`src/rtl/random_range_sampler.sv`:
```
// Rejection sampler: packs serial LFSR bits into WIDTH-bit candidates, keeps those
// below RANGE, and hands them out through a 2-entry valid/ready FIFO.
module random_range_sampler #(
  parameter int WIDTH = 3,
  parameter int RANGE = 6,
  parameter int CNT_W = 8
) (
  input  logic             clk,
  input  logic             rst_n,
  input  logic             clear,
  input  logic             in_bit,
  input  logic             in_valid,
  output logic [WIDTH-1:0] out_value,
  output logic             out_valid,
  input  logic             out_ready,
  output logic [CNT_W-1:0] reject_cnt,
  output logic [CNT_W-1:0] drop_cnt,
  output logic [1:0]       level
);

  localparam int               BCW     = (WIDTH > 1) ? $clog2(WIDTH) : 1;
  localparam logic [BCW-1:0]   LAST    = BCW'(WIDTH - 1);
  localparam logic [WIDTH:0]   RANGE_V = (WIDTH + 1)'(RANGE);
  localparam logic [CNT_W-1:0] CNT_MAX = '1;

  logic [WIDTH-1:0] sr;
  logic [WIDTH-1:0] cand;
  logic [WIDTH-1:0] head;
  logic [WIDTH-1:0] tail;
  logic [BCW-1:0]   bit_cnt;
  logic [1:0]       lvl;
  logic             complete;
  logic             in_range;
  logic             pop;
  logic             push;
  logic             rej;
  logic             drop;

  // First received bit ends up as the MSB of the candidate.
  generate
    if (WIDTH == 1) begin : g_w1
      assign cand = in_bit;
    end else begin : g_wn
      assign cand = {sr[WIDTH-2:0], in_bit};
    end
  endgenerate

  assign complete = in_valid && (bit_cnt == LAST) && !clear;
  assign in_range = {1'b0, cand} < RANGE_V;
  assign pop      = out_valid && out_ready && !clear;
  // A full FIFO still accepts a push when the head leaves on the same edge.
  assign push     = complete && in_range && ((lvl != 2'd2) || pop);
  assign rej      = complete && !in_range;
  assign drop     = complete && in_range && !push;

  assign out_value = head;
  assign out_valid = (lvl != 2'd0);
  assign level     = lvl;

  always_ff @(posedge clk or negedge rst_n) begin
    if (!rst_n) begin
      sr      <= '0;
      bit_cnt <= '0;
    end else if (clear) begin
      sr      <= '0;
      bit_cnt <= '0;
    end else if (in_valid) begin
      sr      <= cand;
      bit_cnt <= (bit_cnt == LAST) ? '0 : bit_cnt + 1'b1;
    end
  end

  always_ff @(posedge clk or negedge rst_n) begin
    if (!rst_n) begin
      reject_cnt <= '0;
      drop_cnt   <= '0;
    end else begin
      if (rej && (reject_cnt != CNT_MAX)) reject_cnt <= reject_cnt + 1'b1;
      if (drop && (drop_cnt != CNT_MAX))  drop_cnt   <= drop_cnt + 1'b1;
    end
  end

  always_ff @(posedge clk or negedge rst_n) begin
    if (!rst_n) begin
      head <= '0;
      tail <= '0;
      lvl  <= 2'd0;
    end else if (clear) begin
      lvl <= 2'd0;
    end else begin
      case (lvl)
        2'd0: begin
          if (push) begin
            head <= cand;
            lvl  <= 2'd1;
          end
        end
        2'd1: begin
          if (push && pop) begin
            head <= cand;
          end else if (push) begin
            tail <= cand;
            lvl  <= 2'd2;
          end else if (pop) begin
            lvl <= 2'd0;
          end
        end
        2'd2: begin
          if (pop) begin
            head <= tail;
            if (push) tail <= cand;
            else      lvl  <= 2'd1;
          end
        end
        default: lvl <= 2'd0;
      endcase
    end
  end

endmodule

```
`config.mk`:
```
export PLATFORM = sky130hd
export DESIGN_NAME = random_range_sampler
export DESIGN_NICKNAME = d
export VERILOG_FILES = /design/src/rtl/random_range_sampler.sv
export SDC_FILE = /design/constraint.sdc
export NUM_CORES = 1
export LEC_CHECK = 0
export CAP_MARGIN = 20
export CORE_ASPECT_RATIO = 1.1
export CORE_MARGIN = 10
export CORE_UTILIZATION = 40
export DETAILED_ROUTE_END_ITERATION = 10
export GPL_ROUTABILITY_DRIVEN = 0
export SLEW_MARGIN = 20
export SYNTH_ARGS = -nofsm -noshare
export SYNTH_HDL_FRONTEND = slang
export SYNTH_SLANG_ARGS = --single-unit
```
`constraint.sdc`:
```
create_clock -name clk -period 4.55 [get_ports clk]
set_input_delay 0.91 -clock clk [delete_from_list [all_inputs] [get_ports clk]]
set_output_delay 0.91 -clock clk [all_outputs]
set_load 0.01 [all_outputs]
```
# Word-level counts from Yosys, hierarchy flattened
# Index checks and enable logic that the tools add are counted.
dict set report classes {
  add_sub_neg 3
  n_mul 0
  div_mod_pow 0
  magnitude_cmp 1
  eq_ne 15
  n_shift 0
  n_mux 21
  n_bitwise 1
  n_reduce_logical 23
}
# op count
set op_table {}
lappend op_table {{$mux W2} 12}
lappend op_table {{$mux W3} 6}
lappend op_table {{$add A8 B1 Y8 const B} 2}
lappend op_table {{$ne A8 B8 Y1 const B} 2}
lappend op_table {{$ne A3 B3 Y1 const B} 4}
lappend op_table {{$logic_and A1 B1 Y1} 11}
lappend op_table {{$ne A2 B2 Y1 const B} 5}
lappend op_table {{$reduce_and A5 Y1} 2}
lappend op_table {{$pmux W3 S3} 1}
lappend op_table {{$pmux W2 S3} 1}
lappend op_table {{$pmux W3 S2} 1}
lappend op_table {{$reduce_bool A2 Y1} 3}
lappend op_table {{$eq A2 B2 Y1 const B} 2}
lappend op_table {{$ne A4 B4 Y1 const B} 1}
lappend op_table {{$reduce_and A4 Y1} 1}
lappend op_table {{$logic_not A1 Y1} 3}
lappend op_table {{$lt A3 B3 Y1 const B} 1}
lappend op_table {{$reduce_bool A3 Y1} 1}
lappend op_table {{$add A2 B1 Y2 const B} 1}
lappend op_table {{$eq A2 B1 Y1 const B} 1}
lappend op_table {{$logic_not A2 Y1} 1}
lappend op_table {{$logic_or A1 B1 Y1} 1}
lappend op_table {{$not A1 Y1} 1}
dict set report word_totals {
  ff_bits 28
  latchBits 0
  ram_bits 0
  mem_bits_ro 0
  inputBits 6
  out_inout_bits 22
  wordCells 71
  n_memories 0
}

# Logic depth before layout (Yosys ltp)
# Gate-level depths: netlist (run 1).
dict set report depth {
  ltp_word 9
  mapped_depth 5
  ltp_nobuf 5
}

# Least setup slack after synthesis (run 1)
# Ideal clock, no wire load.
dict set report synth_path {
  path_kind {input port to flip-flop}
  from {input port clear}
  to {register drop_cnt[1]}
  t_arrival_ns 2.069
  setup_slack_ns 2.356
  stages 5
  cell_sequence {buf_6 -> and4bb_2 -> nand4_4 -> nor2_1 -> mux2_2}
}
dict set report synth_via {
  elab_chain_cells 7
  elab_cells_between_ends 9
  classes_between {reduce/logical: 9}
}
# item line
set synth_rtl {}
lappend synth_rtl {{from (decl)} 10} ;# input logic clear,
lappend synth_rtl {{$logic_not A1 Y1 (*)} {48, 50}}
lappend synth_rtl {{$logic_and A1 B1 Y1, on equally long branches} {48, 50}}
lappend synth_rtl {{$logic_and A1 B1 Y1 / $logic_or A1 B1 Y1 (equally long branches)} {52, 54}}
lappend synth_rtl {{$logic_and A1 B1 Y1} 52} ;# assign push = complete && in_range && ((lvl != 2'd2) || pop);
lappend synth_rtl {{$logic_not A1 Y1} 54} ;# assign drop = complete && in_range && !push;
lappend synth_rtl {{$logic_and A1 B1 Y1 (*)} 54}
lappend synth_rtl {{$logic_and A1 B1 Y1 (*)} 79} ;# if (drop && (drop_cnt != CNT_MAX)) drop_cnt <= drop_cnt + 1'b1;
lappend synth_rtl {{to (signal assigned)} 79}
lappend synth_rtl {{to (decl)} 17} ;# output logic [CNT_W-1:0] drop_cnt,
# Mark *: on every way between the ends. The rest lies on a longest branch, timed or not.
# A chain may end at the register's enable or synchronous reset.

# Worst setup path in the final report (run 1)
dict set report layout_path {
  from {register lvl[1], in the netlist level[1]}
  to {output port out_valid}
}
dict set report layout_via {
  elab_chain_cells 1
}
# item line
set layout_rtl {}
lappend layout_rtl {{from (decl)} 31} ;# logic [1:0] lvl;
lappend layout_rtl {{from (signal assigned)} 87} ;# lvl <= 2'd0;
lappend layout_rtl {{from (signal assigned)} 89} ;# lvl <= 2'd0;
lappend layout_rtl {{from (signal assigned)} 95} ;# lvl <= 2'd1;
lappend layout_rtl {{$reduce_bool A2 Y1} 57} ;# assign out_valid = (lvl != 2'd0);
lappend layout_rtl {{to (decl)} 14} ;# output logic out_valid,
# Every way passes these cells.

==> reports/qor.yml, run 1 <==
worst_pin_slew_ps: 612
floorplan.initialDensity_pct: 41.2
grt_max_degree: 29
via_count: 982
yosys_register_bits: 28
max_freq_ghz: 0.405
clock_latency_ps: 330
syn_area_um2: 1370
grt_pass1_wl_mm: 4.77
critPathLaunchType: "flip-flop"
ys_types: 30
num_antenna_cells: 0
multi_input_area_um2: 638
grt_usage_pct: 9.72
final_net_count: 157
powerDensity_nw_per_um2: 241
layout_min_cycle_time_ps: 2470
register_area_um2: 701
rows: 22
crit_required_ps: 3640
final_antenna_net_count: 0
cts_tree: "done"
drtIter0Drc: 51
ir_drop_mv: 0.158
die_w_um: 75.9
wirelength_mm: 2.74
cts_made_buffers: 3
hpwl_mm: 1.99
cts.sinks: 28
die-area_um2: 6180
syn_inst: 118
hold_class: "reg -> reg"
run_status: "finished clean"
post-route-drc-count: 0
die_height_um: 81.5
areaGrowthSynthToFinish_pct: 26.0
port_buffers: 27
hold_viol: 0
rsz0062_at_grt: "no"
antenna_found_initial: 0
clockRootBuffer: "clkbuf_4"
end_kind: "primary output"
cts_hold_buf: 0
setup_viol_count_final: 0
cts_resized: 0
htree_levels: 1
post-route-cell-area_um2: 1730
vias_per_cell: 5.01
cts-root-to-sink-buffers: 2
post-route-util_pct: 52.0
ys_seq_area_share_pct: 51.0
yosys_warnings: 0
synth_fp_nets: 126
fin_skew_ps: 3.58
drv_slew: 0
wl_per_cell_um: 14.0
placed_area_um2: 1700
maxCapViolCount: 0
path_max_fanout: 6
first_pass_iters: 4
post-cts-setup-buffers: 0
clkTransAtPathRegs_ps: 150
io_pins: 28
finalCritPeriodShare_pct: 54.3
gr-total-overflow: 0
drive_above_1_share_pct: 17.6
nFillCells: 307
p_leak_nw: 0.794
syn_avg_cell_area_um2: 11.6
cp.arrival_ps: 1560
grt_pass1_vias: 1082
maxSlewHeadroom_pct: 59.1
crit_type: "reg -> out"
setup-tns-final_ps: 0
core_area_um2: 3330
[routing by layer]
layer / GRT usage, % / vias to the layer above / share of wire [%]
met5: 0 / - / 0
met3: 2.65 / 2 / 6.9
met2: 16.5 / 16 / 50
met4: 3.90 / 0 / 0.55
met1: 11.3 / 494 / 42
li1: - / 470 / -
[stage by stage]
stage                     power, mW  hold WS (ps)  worst slack, ps  instances
after floorplan               0.277           475             2360        118
after detailed placement      0.298           487             1750        192
after global routing          0.435           536             1980        196
final                         0.417           504             2080        196
after global placement        0.297           481             1780        192
after CTS                     0.421           510             2070        196
[report_power, final]
group / internal [mW] / switching [mW] / leakage (nW) / total, mW
combinational: 0.0179 / 0.0154 / 0.386 / 0.0333
clock: 0.0490 / 0.0758 / 0.0210 / 0.125
sequential: 0.255 / 0.00461 / 0.388 / 0.259
total: 0.322 / 0.0957 / 0.794 / 0.417
[worst paths after layout]
check | from | to | slack [ps] | depth (start not counted)
max in group asynchronous | rst_n | reject_cnt[7] | 3350 | 2
worst max register to register | level[1] | tail[1] | 2600 | 4
min in group asynchronous | rst_n | bit_cnt[0] | 930 | 2
worst min register to register | drop_cnt[7] | drop_cnt[7] | 500 | 1
worst max-delay path | level[1] | out_valid | 2080 | 2
worst min-delay path | drop_cnt[7] | drop_cnt[7] | 500 | 1
[Yosys cell counts (all sizes together)]
cell type   n  area (µm²)
nand2       7        28.8
dfrtp      28         701
xnor2       2        17.5
nor2       11        41.3
o21a        1        7.51
xor2       12         105
inv         5        18.8
nand4       3        33.8
mux2i       2        20.0
nand2b      3        18.8
a211o       1        8.76
nand3b      2        15.0
o21ai       1        5.00
nor2b       1        6.26
buf         2        16.3
a21oi       3        15.0
nand3       7        35.0
o2111ai     1        15.0
mux2       11         124
nor3        5        25.0
and4bb      1        12.5
ha          2        25.0
nor4b       1        15.0
o32ai       1        8.76
nor4        3        37.5
or2         1        6.26
o32a        1        11.3
[sequential cells by signal, indices dropped and copies added, names as in the netlist]
name        flops
sr              2
level           2
tail            3
out_value       3
bit_cnt         2
reject_cnt      8
drop_cnt        8
[cell families (layout without fill, tap and decap cells)]
family / count (synthesis) / after routing / share of synthesized area [%]
AND/OR/NAND/NOR: 45 / 45 / 20.0
flip-flops: 28 / 28 / 51.0
XOR/XNOR: 14 / 14 / 8.93
multiplexers: 13 / 13 / 10.5
AO/OA/AOI/OAI: 9 / 9 / 5.19
buffers and inverters: 7 / 37 / 2.55
adder cells (fa/ha/maj): 2 / 2 / 1.82
[cell usage in the layout (no fill, tap or decap), drive strengths merged, types with 4 or more instances in the layout]
master,netlist,routed
clkbuf,0,4
nor3,5,5
mux2,11,11
nand3,7,7
dfrtp,28,28
clkdlybuf4s50,0,27
nor2,11,11
nand2,7,7
inv,5,5
xor2,12,12
[final cells by class]
type | count | area share [%]
multi-input combinational | 83 | 36.8
tap | 48 | 3.47
sequential | 28 | 40.5
timing repair buffer | 28 | 16.0
clock buffer | 4 | 2.10
inverter | 5 | 1.08
[critical path, stage by stage (launching register included)]
cell and delay (ps):
dfrtp_1 450, or2_2 300, clkdlybuf4s50_1 480
Power figures use the tool's default switching activity.
==> run 2, diff against run 1 <==
clock period = 2.3 ns   (was 4.55 ns; I/O delays follow)
==> run 2 against run 1 <==
Compared with the run above: clock power rose by 95%; hold slack got worse by 23 ps; die area did not move; non-clock buffer count rose by 4; sequential share of layout area fell by 0.69 points; largest cell class unchanged.
==> reports/qor.yml, run 2 (synthesis results as in run 1) <==
run_status: "finished clean"
maxSlewHeadroom_pct: 63.9
wl_per_cell_um: 14.0
hold_class: "in -> async"
die-area_um2: 6180
max_stage_delay_ps: 480
areaGrowthSynthToFinish_pct: 28.2
crit_slowest_cell: "clkdlybuf4s50_1"
ir_drop_mv: 0.236
cts_resized: 0
switchingPower_mw: 0.187
p_int_mw: 0.638
drive_above_1_share_pct: 19.7
seqPwrFrac_pct: 62.1
htree_levels: 1
finalCritPeriodShare_pct: 88.1
grt_pass1_wl_mm: 4.78
crit_required_ps: 1840
grt_pass1_vias: 1068
hpwl_mm: 2.13
post-route-drc-count: 0
drtIter0Drc: 53
port_buffers: 27
antenna_found_initial: 0
final_net_count: 161
crit_chain: "or2_2, clkdlybuf4s50_1"
crit_type: "reg -> out"
floorplan.initialDensity_pct: 41.2
cts_hold_buf: 0
layout_min_cycle_time_ps: 2030
placed_area_um2: 1730
clockRootBuffer: "clkbuf_4"
cts-root-to-sink-buffers: 2
critPathLaunchType: "flip-flop"
die_height_um: 81.5
critPathLaunch: "level[1]"
rows: 22
worst_pin_slew_ps: 539
grt_usage_pct: 9.62
p_sw_share_pct: 22.7
die_w_um: 75.9
vias_per_cell: 4.98
clkTransAtPathRegs_ps: 160
cts_made_buffers: 3
rsz0062_at_grt: "no"
io_pins: 28
clock_latency_ps: 320
top_regs: "drop_cnt: 8 flops, reject_cnt: 8 flops"
post-cts-setup-buffers: 0
ff2ff_setup_slack_ps: 570
pwr-share-clk_pct: 29.5
post-route-cell-area_um2: 1760
setup-tns-final_ps: 0
core_area_um2: 3330
fin_skew_ps: 6.83
final_cell_mix: "dfrtp_1, clkdlybuf4s50_1, xor2_1"
worstRegToRegCells: 4
end_kind: "primary output"
num_antenna_cells: 0
powerDensity_nw_per_um2: 468
maxCapViolCount: 0
setup_viol_count_final: 0
cp-endpoint: "out_valid"
max_freq_ghz: 0.494
cp.arrival_ps: 1570
finalPower_mw: 0.825
mostFrequentLayoutCell: "dfrtp_1"
reg2reg_to: "tail[2]"
cts.sinks: 28
wirelength_mm: 2.80
via_count: 996
p_leak_nw: 0.815
combPwrFrac_pct: 8.4
rr_startpoint: "bit_cnt[0]"
hold_viol: 0
grt_max_degree: 29
cts_tree: "done"
final_antenna_net_count: 0
drv_slew: 0
gr-total-overflow: 0
first_pass_iters: 5
path_max_fanout: 6
==> run 2: cell type report <==
cell class | count | area (µm²)
clock buffer | 4 | 36.3
fill | 316 | 1570
inverter | 5 | 18.8
multi-input combinational | 83 | 638
sequential | 28 | 701
tap | 48 | 60.1
timing repair buffer | 32 | 308
==> run 2: worst min path at each step <==
stage                         end  cells past startpoint  slack, ps           from
floorplan              bit_cnt[0]                      0        160          rst_n
global placement      drop_cnt[6]                      1        480    drop_cnt[6]
detailed placement  reject_cnt[7]                      1        490  reject_cnt[7]
CTS                    bit_cnt[1]                      2        500          rst_n
global route        reject_cnt[6]                      2        510          rst_n
finish              reject_cnt[6]                      2        480          rst_n
==> run 2: stage by stage <==
step,std cells,util [%],setup slack (ps),hold WS [ps]
floorplan,118,-,556,164
global placement,196,51.8,143,480
detailed placement,196,51.8,84.6,485
CTS,200,52.9,261,503
global route,200,52.9,209,507
finish,200,52.9,274,481
==> run 2: layer usage <==
layer | wire, µm | track usage [%] | up-vias
met1 | 1110 | 10.0 | 484
met5 | 0 | 0 | -
li1 | - | - | 481
met3 | 218 | 3.02 | 4
met2 | 1440 | 17.8 | 27
met4 | 22 | 2.97 | 0
==> run 2: power groups by stage <==
stage / sequential (mW) / clock [mW] / combinational, mW
after floorplan: 0.524 / 0 / 0.0235
after global routing: 0.515 / 0.270 / 0.0765
after CTS: 0.513 / 0.249 / 0.0706
after detailed placement: 0.522 / 0 / 0.0704
final: 0.513 / 0.244 / 0.0689
after global placement: 0.521 / 0 / 0.0693
==> run 2: worst max-delay path: cells and delay by family (launching register included) <==
family	cells	cell delay, ps
buffers and inverters	1	480
and+or+nand+nor	1	310
DFF	1	460
==> run 3, diff against run 2 <==
TNS_END_PERCENT = 5   (was default)
==> results of run 3 <==
Same layout as run 2: the final DEF is identical, and so are final timing and power.
